[config.mk]
export PLATFORM = sky130hd
export DESIGN_NAME = data_bus_arbiter_flat
export DESIGN_NICKNAME = d
export VERILOG_FILES = /design/src/rtl/data_bus_arbiter_pkg.sv /design/src/rtl/data_bus_arbiter_if.sv /design/src/rtl/data_bus_arbiter_addr_decode.sv /design/src/rtl/data_bus_arbiter.sv /design/src/flat_wrapper.sv
export SDC_FILE = /design/constraint.sdc
export NUM_CORES = 1
export LEC_CHECK = 0
export ABC_AREA = 1
export CAP_MARGIN = 15
export CORE_AREA = 2 2 102 104
export DETAILED_ROUTE_END_ITERATION = 8
export DIE_AREA = 0 0 104 106
export DONT_BUFFER_PORTS = 1
export SYNTH_ARGS = -nofsm -noshare
export SYNTH_HDL_FRONTEND = slang
export SYNTH_SLANG_ARGS = --single-unit
[constraint.sdc]
create_clock -name clk -period 2.2 [get_ports clk]
set_input_delay 0.22 -clock clk [delete_from_list [all_inputs] [get_ports clk]]
set_output_delay 0.22 -clock clk [all_outputs]
set_load 0.01 [all_outputs]
[src/rtl/data_bus_arbiter_pkg.sv]
// memory_mapping: shared address-map constants plus the types used by the
// data-bus arbiter (FSM state and latched request payload).
package memory_mapping;

    localparam logic [31:0] DATA_RAM_BEGIN = 32'h0000_4000;
    localparam logic [31:0] DATA_RAM_END   = 32'h0000_6000;
    localparam int unsigned ADDR_WIDTH     = 11;
    localparam int unsigned WORD_WIDTH     = 32;

    typedef enum logic [1:0] {
        IDLE,
        ISSUE,
        RESP
    } dbus_state_t;

    typedef struct packed {
        logic                  we;
        logic [31:0]           addr;
        logic [WORD_WIDTH-1:0] wdata;
        logic [3:0]            be;
    } dbus_req_t;

    function automatic logic [1:0] port_onehot(input logic port);
        return port ? 2'b10 : 2'b01;
    endfunction

endpackage

[src/rtl/data_bus_arbiter_if.sv]
// Requester and RAM-side signals of the data-bus arbiter; the arbiter takes
// the slave view, the surrounding system (CPU, loader, RAM) the master view.
interface data_bus_arbiter_if #(
    parameter int unsigned AW = memory_mapping::ADDR_WIDTH
);
    logic [1:0]    m_req;
    logic [1:0]    m_we;
    logic [31:0]   m_addr0;
    logic [31:0]   m_addr1;
    logic [31:0]   m_wdata0;
    logic [31:0]   m_wdata1;
    logic [3:0]    m_be0;
    logic [3:0]    m_be1;
    logic [1:0]    m_gnt;
    logic [1:0]    m_rvalid;
    logic          m_err;
    logic [31:0]   m_rdata;

    logic          ram_en;
    logic          ram_we;
    logic [AW-1:0] ram_addr;
    logic [31:0]   ram_wdata;
    logic [3:0]    ram_be;
    logic [31:0]   ram_rdata;

    modport slave (
        input  m_req, m_we, m_addr0, m_addr1, m_wdata0, m_wdata1, m_be0, m_be1,
        output m_gnt, m_rvalid, m_err, m_rdata,
        output ram_en, ram_we, ram_addr, ram_wdata, ram_be,
        input  ram_rdata
    );

    modport master (
        output m_req, m_we, m_addr0, m_addr1, m_wdata0, m_wdata1, m_be0, m_be1,
        input  m_gnt, m_rvalid, m_err, m_rdata,
        input  ram_en, ram_we, ram_addr, ram_wdata, ram_be,
        output ram_rdata
    );

endinterface

[src/rtl/data_bus_arbiter_addr_decode.sv]
// dbus_addr_decode: combinational check of a byte address against the data
// RAM window; yields the hit flag and the RAM word index.
module dbus_addr_decode
    import memory_mapping::*;
#(
    parameter logic [31:0] DATA_BEGIN = DATA_RAM_BEGIN,
    parameter logic [31:0] DATA_END   = DATA_RAM_END,
    parameter int unsigned AW         = ADDR_WIDTH
) (
    input  logic [31:0]   addr,
    output logic          hit,
    output logic [AW-1:0] idx
);

    always_comb begin
        hit = (addr[1:0] == 2'b00) && (addr >= DATA_BEGIN) && (addr < DATA_END);
        idx = AW'((addr - DATA_BEGIN) >> 2);
    end

endmodule

[src/rtl/data_bus_arbiter.sv]
// data_bus_arbiter: two-port arbiter in front of the single-port data RAM.
// Define DBUS_ARB_RR_EN for round-robin arbitration (default: port 0 priority).
module data_bus_arbiter
    import memory_mapping::*;
#(
    parameter logic [31:0] DATA_BEGIN = DATA_RAM_BEGIN,
    parameter logic [31:0] DATA_END   = DATA_RAM_END,
    parameter int unsigned AW         = ADDR_WIDTH
) (
    input  logic               clk,
    input  logic               rst_n,
    data_bus_arbiter_if.slave  bus
);

    dbus_state_t   state_q;
    dbus_state_t   state_d;

    logic          any_req;
    logic          winner;
    logic          grant;
    dbus_req_t     win_req;
    logic          win_hit;
    logic [AW-1:0] win_idx;

    logic          port_q;
    logic          hit_q;
    logic          we_q;

`ifdef DBUS_ARB_RR_EN
    logic          last_grant_q;
`endif

    always_comb begin : arbitrate
        any_req = |bus.m_req;
`ifdef DBUS_ARB_RR_EN
        if (&bus.m_req) begin
            winner = ~last_grant_q;
        end else begin
            winner = ~bus.m_req[0];
        end
`else
        winner = ~bus.m_req[0];
`endif
        if (winner) begin
            win_req.we    = bus.m_we[1];
            win_req.addr  = bus.m_addr1;
            win_req.wdata = bus.m_wdata1;
            win_req.be    = bus.m_be1;
        end else begin
            win_req.we    = bus.m_we[0];
            win_req.addr  = bus.m_addr0;
            win_req.wdata = bus.m_wdata0;
            win_req.be    = bus.m_be0;
        end
    end

    dbus_addr_decode #(
        .DATA_BEGIN (DATA_BEGIN),
        .DATA_END   (DATA_END),
        .AW         (AW)
    ) u_decode (
        .addr (win_req.addr),
        .hit  (win_hit),
        .idx  (win_idx)
    );

    always_comb begin : fsm_next
        state_d = state_q;
        grant   = 1'b0;
        unique case (state_q)
            IDLE: begin
                if (any_req) begin
                    grant   = 1'b1;
                    state_d = ISSUE;
                end
            end
            ISSUE:   state_d = RESP;
            RESP:    state_d = IDLE;
            default: state_d = IDLE;
        endcase
        bus.m_gnt = grant ? port_onehot(winner) : '0;
    end

    always_ff @(posedge clk or negedge rst_n) begin : fsm_state
        if (!rst_n) begin
            state_q <= IDLE;
        end else begin
            state_q <= state_d;
        end
    end

    // RAM controls are loaded at the grant edge so they are live in ISSUE.
    always_ff @(posedge clk or negedge rst_n) begin : datapath
        if (!rst_n) begin
            port_q        <= 1'b0;
            hit_q         <= 1'b0;
            we_q          <= 1'b0;
            bus.ram_en    <= 1'b0;
            bus.ram_we    <= 1'b0;
            bus.ram_addr  <= '0;
            bus.ram_wdata <= '0;
            bus.ram_be    <= '0;
            bus.m_rvalid  <= '0;
            bus.m_err     <= 1'b0;
        end else begin
            bus.ram_en   <= 1'b0;
            bus.ram_we   <= 1'b0;
            bus.m_rvalid <= '0;
            bus.m_err    <= 1'b0;
            if (grant) begin
                port_q        <= winner;
                hit_q         <= win_hit;
                we_q          <= win_req.we;
                bus.ram_en    <= win_hit;
                bus.ram_we    <= win_hit & win_req.we;
                bus.ram_addr  <= win_idx;
                bus.ram_wdata <= win_req.wdata;
                bus.ram_be    <= win_req.be;
            end
            if (state_q == ISSUE) begin
                bus.m_rvalid <= port_onehot(port_q);
                bus.m_err    <= ~hit_q;
            end
        end
    end

`ifdef DBUS_ARB_RR_EN
    always_ff @(posedge clk or negedge rst_n) begin : rr_pointer
        if (!rst_n) begin
            last_grant_q <= 1'b1;
        end else if (grant) begin
            last_grant_q <= winner;
        end
    end
`endif

    // The RAM output register is the data register: gate it only in RESP.
    always_comb begin : read_return
        bus.m_rdata = (state_q == RESP && hit_q && !we_q) ? bus.ram_rdata : '0;
    end

endmodule

[src/flat_wrapper.sv]
// flat-port wrapper written by rule: the top's interface ports become plain ports
module data_bus_arbiter_flat import memory_mapping::*;
#(
    parameter logic [31:0] DATA_BEGIN = DATA_RAM_BEGIN,
    parameter logic [31:0] DATA_END   = DATA_RAM_END,
    parameter int unsigned AW         = ADDR_WIDTH
)
  (clk, rst_n, bus_m_req, bus_m_we, bus_m_addr0, bus_m_addr1, bus_m_wdata0, bus_m_wdata1, bus_m_be0, bus_m_be1, bus_m_gnt, bus_m_rvalid, bus_m_err, bus_m_rdata, bus_ram_en, bus_ram_we, bus_ram_addr, bus_ram_wdata, bus_ram_be, bus_ram_rdata);
  data_bus_arbiter_if #(.AW(AW)) bus_i ();
  input  logic clk;
  input  logic rst_n;
  input wire logic [$bits(bus_i.m_req)-1:0] bus_m_req;
  input wire logic [$bits(bus_i.m_we)-1:0] bus_m_we;
  input wire logic [$bits(bus_i.m_addr0)-1:0] bus_m_addr0;
  input wire logic [$bits(bus_i.m_addr1)-1:0] bus_m_addr1;
  input wire logic [$bits(bus_i.m_wdata0)-1:0] bus_m_wdata0;
  input wire logic [$bits(bus_i.m_wdata1)-1:0] bus_m_wdata1;
  input wire logic [$bits(bus_i.m_be0)-1:0] bus_m_be0;
  input wire logic [$bits(bus_i.m_be1)-1:0] bus_m_be1;
  output wire logic [$bits(bus_i.m_gnt)-1:0] bus_m_gnt;
  output wire logic [$bits(bus_i.m_rvalid)-1:0] bus_m_rvalid;
  output wire logic [$bits(bus_i.m_err)-1:0] bus_m_err;
  output wire logic [$bits(bus_i.m_rdata)-1:0] bus_m_rdata;
  output wire logic [$bits(bus_i.ram_en)-1:0] bus_ram_en;
  output wire logic [$bits(bus_i.ram_we)-1:0] bus_ram_we;
  output wire logic [$bits(bus_i.ram_addr)-1:0] bus_ram_addr;
  output wire logic [$bits(bus_i.ram_wdata)-1:0] bus_ram_wdata;
  output wire logic [$bits(bus_i.ram_be)-1:0] bus_ram_be;
  input wire logic [$bits(bus_i.ram_rdata)-1:0] bus_ram_rdata;
  assign bus_i.m_req = bus_m_req;
  assign bus_i.m_we = bus_m_we;
  assign bus_i.m_addr0 = bus_m_addr0;
  assign bus_i.m_addr1 = bus_m_addr1;
  assign bus_i.m_wdata0 = bus_m_wdata0;
  assign bus_i.m_wdata1 = bus_m_wdata1;
  assign bus_i.m_be0 = bus_m_be0;
  assign bus_i.m_be1 = bus_m_be1;
  assign bus_m_gnt = bus_i.m_gnt;
  assign bus_m_rvalid = bus_i.m_rvalid;
  assign bus_m_err = bus_i.m_err;
  assign bus_m_rdata = bus_i.m_rdata;
  assign bus_ram_en = bus_i.ram_en;
  assign bus_ram_we = bus_i.ram_we;
  assign bus_ram_addr = bus_i.ram_addr;
  assign bus_ram_wdata = bus_i.ram_wdata;
  assign bus_ram_be = bus_i.ram_be;
  assign bus_i.ram_rdata = bus_ram_rdata;
  data_bus_arbiter #(.DATA_BEGIN(DATA_BEGIN), .DATA_END(DATA_END), .AW(AW)) u_core (.clk(clk), .rst_n(rst_n), .bus(bus_i));
endmodule
==> impl_metrics.toml, run 1 <==
[cells_and_area]
postLayoutCoreUtil = 0.3685
final_nets = 629
layout.cells.most_common_list = "148 x nand2_1, 74 x nor2_1, 57 x dfrtp_1"
mostFrequentLayoutCell = "nand2_1"
areaGrowthSynthToFinish_pct = 29.17
count_of_antenna_diodes_in_the_layout = 0
fraction_of_layout_cells_with_a_size_suffix_above_1 = 0.1242

[global_route]
gr-total-overflow = 0
grt_antenna_before_repair = 0
grt_pass1_wl_um = 14250
grt_start_max_net_pins = 58
grtUsageTotal = 0.1642
first_global_vias = 2790

[synthesis]
synth.ff_latch_count = 57
yosysTopAreaCellShare = 0.5000
synthesis.instances = 397
synth_fp_nets = 571
yosysUniqueCellTypes = 18
post_synth_main_area_contributors = "dfrtp_1 50%, nand2_1 19%, nor2_1 9.7%, nand3_1 6.8%, inv_1 5.4%"
synth_warnings = 0
synth.avg_cell_area_sq_um = 7.186
synth_seq_area_share = 0.5000
mappedNetlistArea_sq_um = 2853
synth_top_cell_by_area = "dfrtp_1"

[worst_setup_path]
critical_path_class = "flip-flop to output port"
timing.rr.start = "u_core.state_q[1]"
cp-start-kind = "flip-flop"
critical_path.endpoint_type = "output port"
cp.arrival_ns = 1.76
critPathLaunch = "u_core.state_q[1]"
timing.critical_path.required_ns = 1.98
cp_max_fo = 37
count_of_cells_along_the_worst_register_to_register_path = 7

[die]
design.portCount = 260
placeableCoreArea_sq_um = 10000
row_count = 37
die_width_um = 104
die_area_sq_um = 11020
die_height_um = 106
initial_core_util = 0.2853

[timing]
drv_slew = 0
fin_skew_ns = 0.009271
post-route-period-util = 0.9016
min_period_ns = 1.983
fmax_ghz = 0.5042
timing_worst_slew_pin_value_ns = 0.4264
finalSetupViolations = 0
slew_headroom = 0.7157
fin_setup_tns_ns = 0
finalHoldViolations = 0
grt_setup_unrepaired = "no"

[place]
io_buffers = 0
dp.final_hpwl_um = 6887
gp_weighted_congestion = 0.8516

[hold_path]
hold_path_depth = 2
worst_hold_class = "input port to flip-flop"
min-delay-start = "bus_m_wdata0[14]"

[routing]
vias_per_cell = 4.647
ant_nets = 0
drt_wl_total_um = 9216
detailroute.via_count = 2765
drc = 0
drt_iter0_markers = 165
dr.pass1.iters = 4
wl_per_cell_um = 15.49

[power]
vdd_ir_drop_max_v = 0.0004172
power-per-cell-area_nw_per_um2 = 1131
leakage_nw = 1.899

[run]
timing.max_cap.violations = 0

[status]
run_status = "completed"

[clock_tree]
tritoncts_clock_tree = "built"
clock_sink_count = 57
clockRootBuffer = "clkbuf_8"
htreeDepth = 3
cts_setup_buffers = 0
clkTransAtPathRegs_ns = 0.07
insertion_delay_ns = 0.33
clockBufferDepth = 2
cts_inserted_buffers = 9
worst paths after layout:
path                                            end  slack, ns
setup / recovery                       bus_m_gnt[1]       0.22
hold / removal             u_core.bus.ram_wdata[14]       0.02
setup reg to reg           u_core.bus.ram_wdata[19]       0.50
hold reg to reg              u_core.bus.m_rvalid[0]       0.43
max in group asynchronous    u_core.bus.ram_addr[3]       1.55
min in group asynchronous  u_core.bus.ram_wdata[16]       0.40
cell type report:
class                           count  area (sq um)
Clock inverter                      2         12.51
Multi-Input combinational cell    279          1154
Clock buffer                       13         168.9
Timing Repair Buffer               64         583.1
Tap cell                          136         170.2
Fill cell                        1083          6315
Sequential cell                    57          1426
Inverter                           44         170.2
layer usage:
layer  wire (um)  vias up  global-route usage
li1            -     1315                   -
met1        3578     1290              0.1808
met2        4635      146              0.2871
met3         830       14             0.06193
met4         172        0             0.06467
met5           0        -                   0
state kept, by name, summed over array words and instances, names as in the netlist, 2 cells and up:
register and flops:
u_core.bus.m_rvalid 2, u_core.bus.ram_addr 11, u_core.bus.ram_be 4, u_core.bus.ram_wdata 32
u_core.state_q 2
critical path, cell delays in order (launching register included):
cell	delay, ns
dfrtp_1	0.40
nor2_1	0.17
o21ai_4	0.17
inv_4	0.24
nand2_2	0.11
inv_4	0.34
metrics by stage:
| stage | setup slack (ns) | std cells | total power, W | area [sq um] | hold slack, ns |
|---|---|---|---|---|---|
| floorplan | 0.9626 | 397 | 0.002930 | 2853 | -0.07559 |
| global placement | 0.5343 | 551 | 0.003190 | 3196 | -0.07445 |
| detailed placement | 0.4774 | 551 | 0.003237 | 3196 | -0.07475 |
| CTS | 0.1624 | 595 | 0.004250 | 3685 | 0.0001074 |
| global route | 0.04137 | 595 | 0.004496 | 3685 | 0.005166 |
| finish | 0.2165 | 595 | 0.004166 | 3685 | 0.02057 |
power breakdown:
part	internal [W]	switching (W)	total [W]
combinational	0.000419	0.000721	0.00114
clock	0.000494	0.000417	0.000910
sequential	0.00154	0.000579	0.00212
total	0.00245	0.00172	0.00417
synthesized netlist by cell type (all sizes together):
cell,number
or2,1
o21ai,3
buf,12
dfrtp,57
clkbuf,5
nand4,1
nand2,149
a31oi,11
inv,44
nand3,39
nor2,75
logic make-up (layout without fill, tap and decap cells):
kind of cell | Yosys count | in the layout | synth area share
simple gates | 265 | 265 | 0.3711
buf+inv | 61 | 123 | 0.09561
flops | 57 | 57 | 0.5000
compound gates | 14 | 14 | 0.03334
repair_timing:
| action | CTS | global route |
|---|---|---|
| hold endpoints to repair | 84 | 0 |
| hold buffers | 29 | 0 |
| gates resized for setup | 0 | 0 |
(Power assumes the default switching activity.)
==> run 2, diff against run 1 <==
--- a/config.mk
+++ b/config.mk
@@ -8,6 +8,7 @@
 export ABC_AREA = 1
 export CAP_MARGIN = 15
 export CORE_AREA = 2 2 102 104
+export CTS_CLUSTER_DIAMETER = 40
 export DETAILED_ROUTE_END_ITERATION = 8
 export DIE_AREA = 0 0 104 106
 export DONT_BUFFER_PORTS = 1
==> results of run 2 <==
Final layout, timing and power as in run 1 (identical DEF).
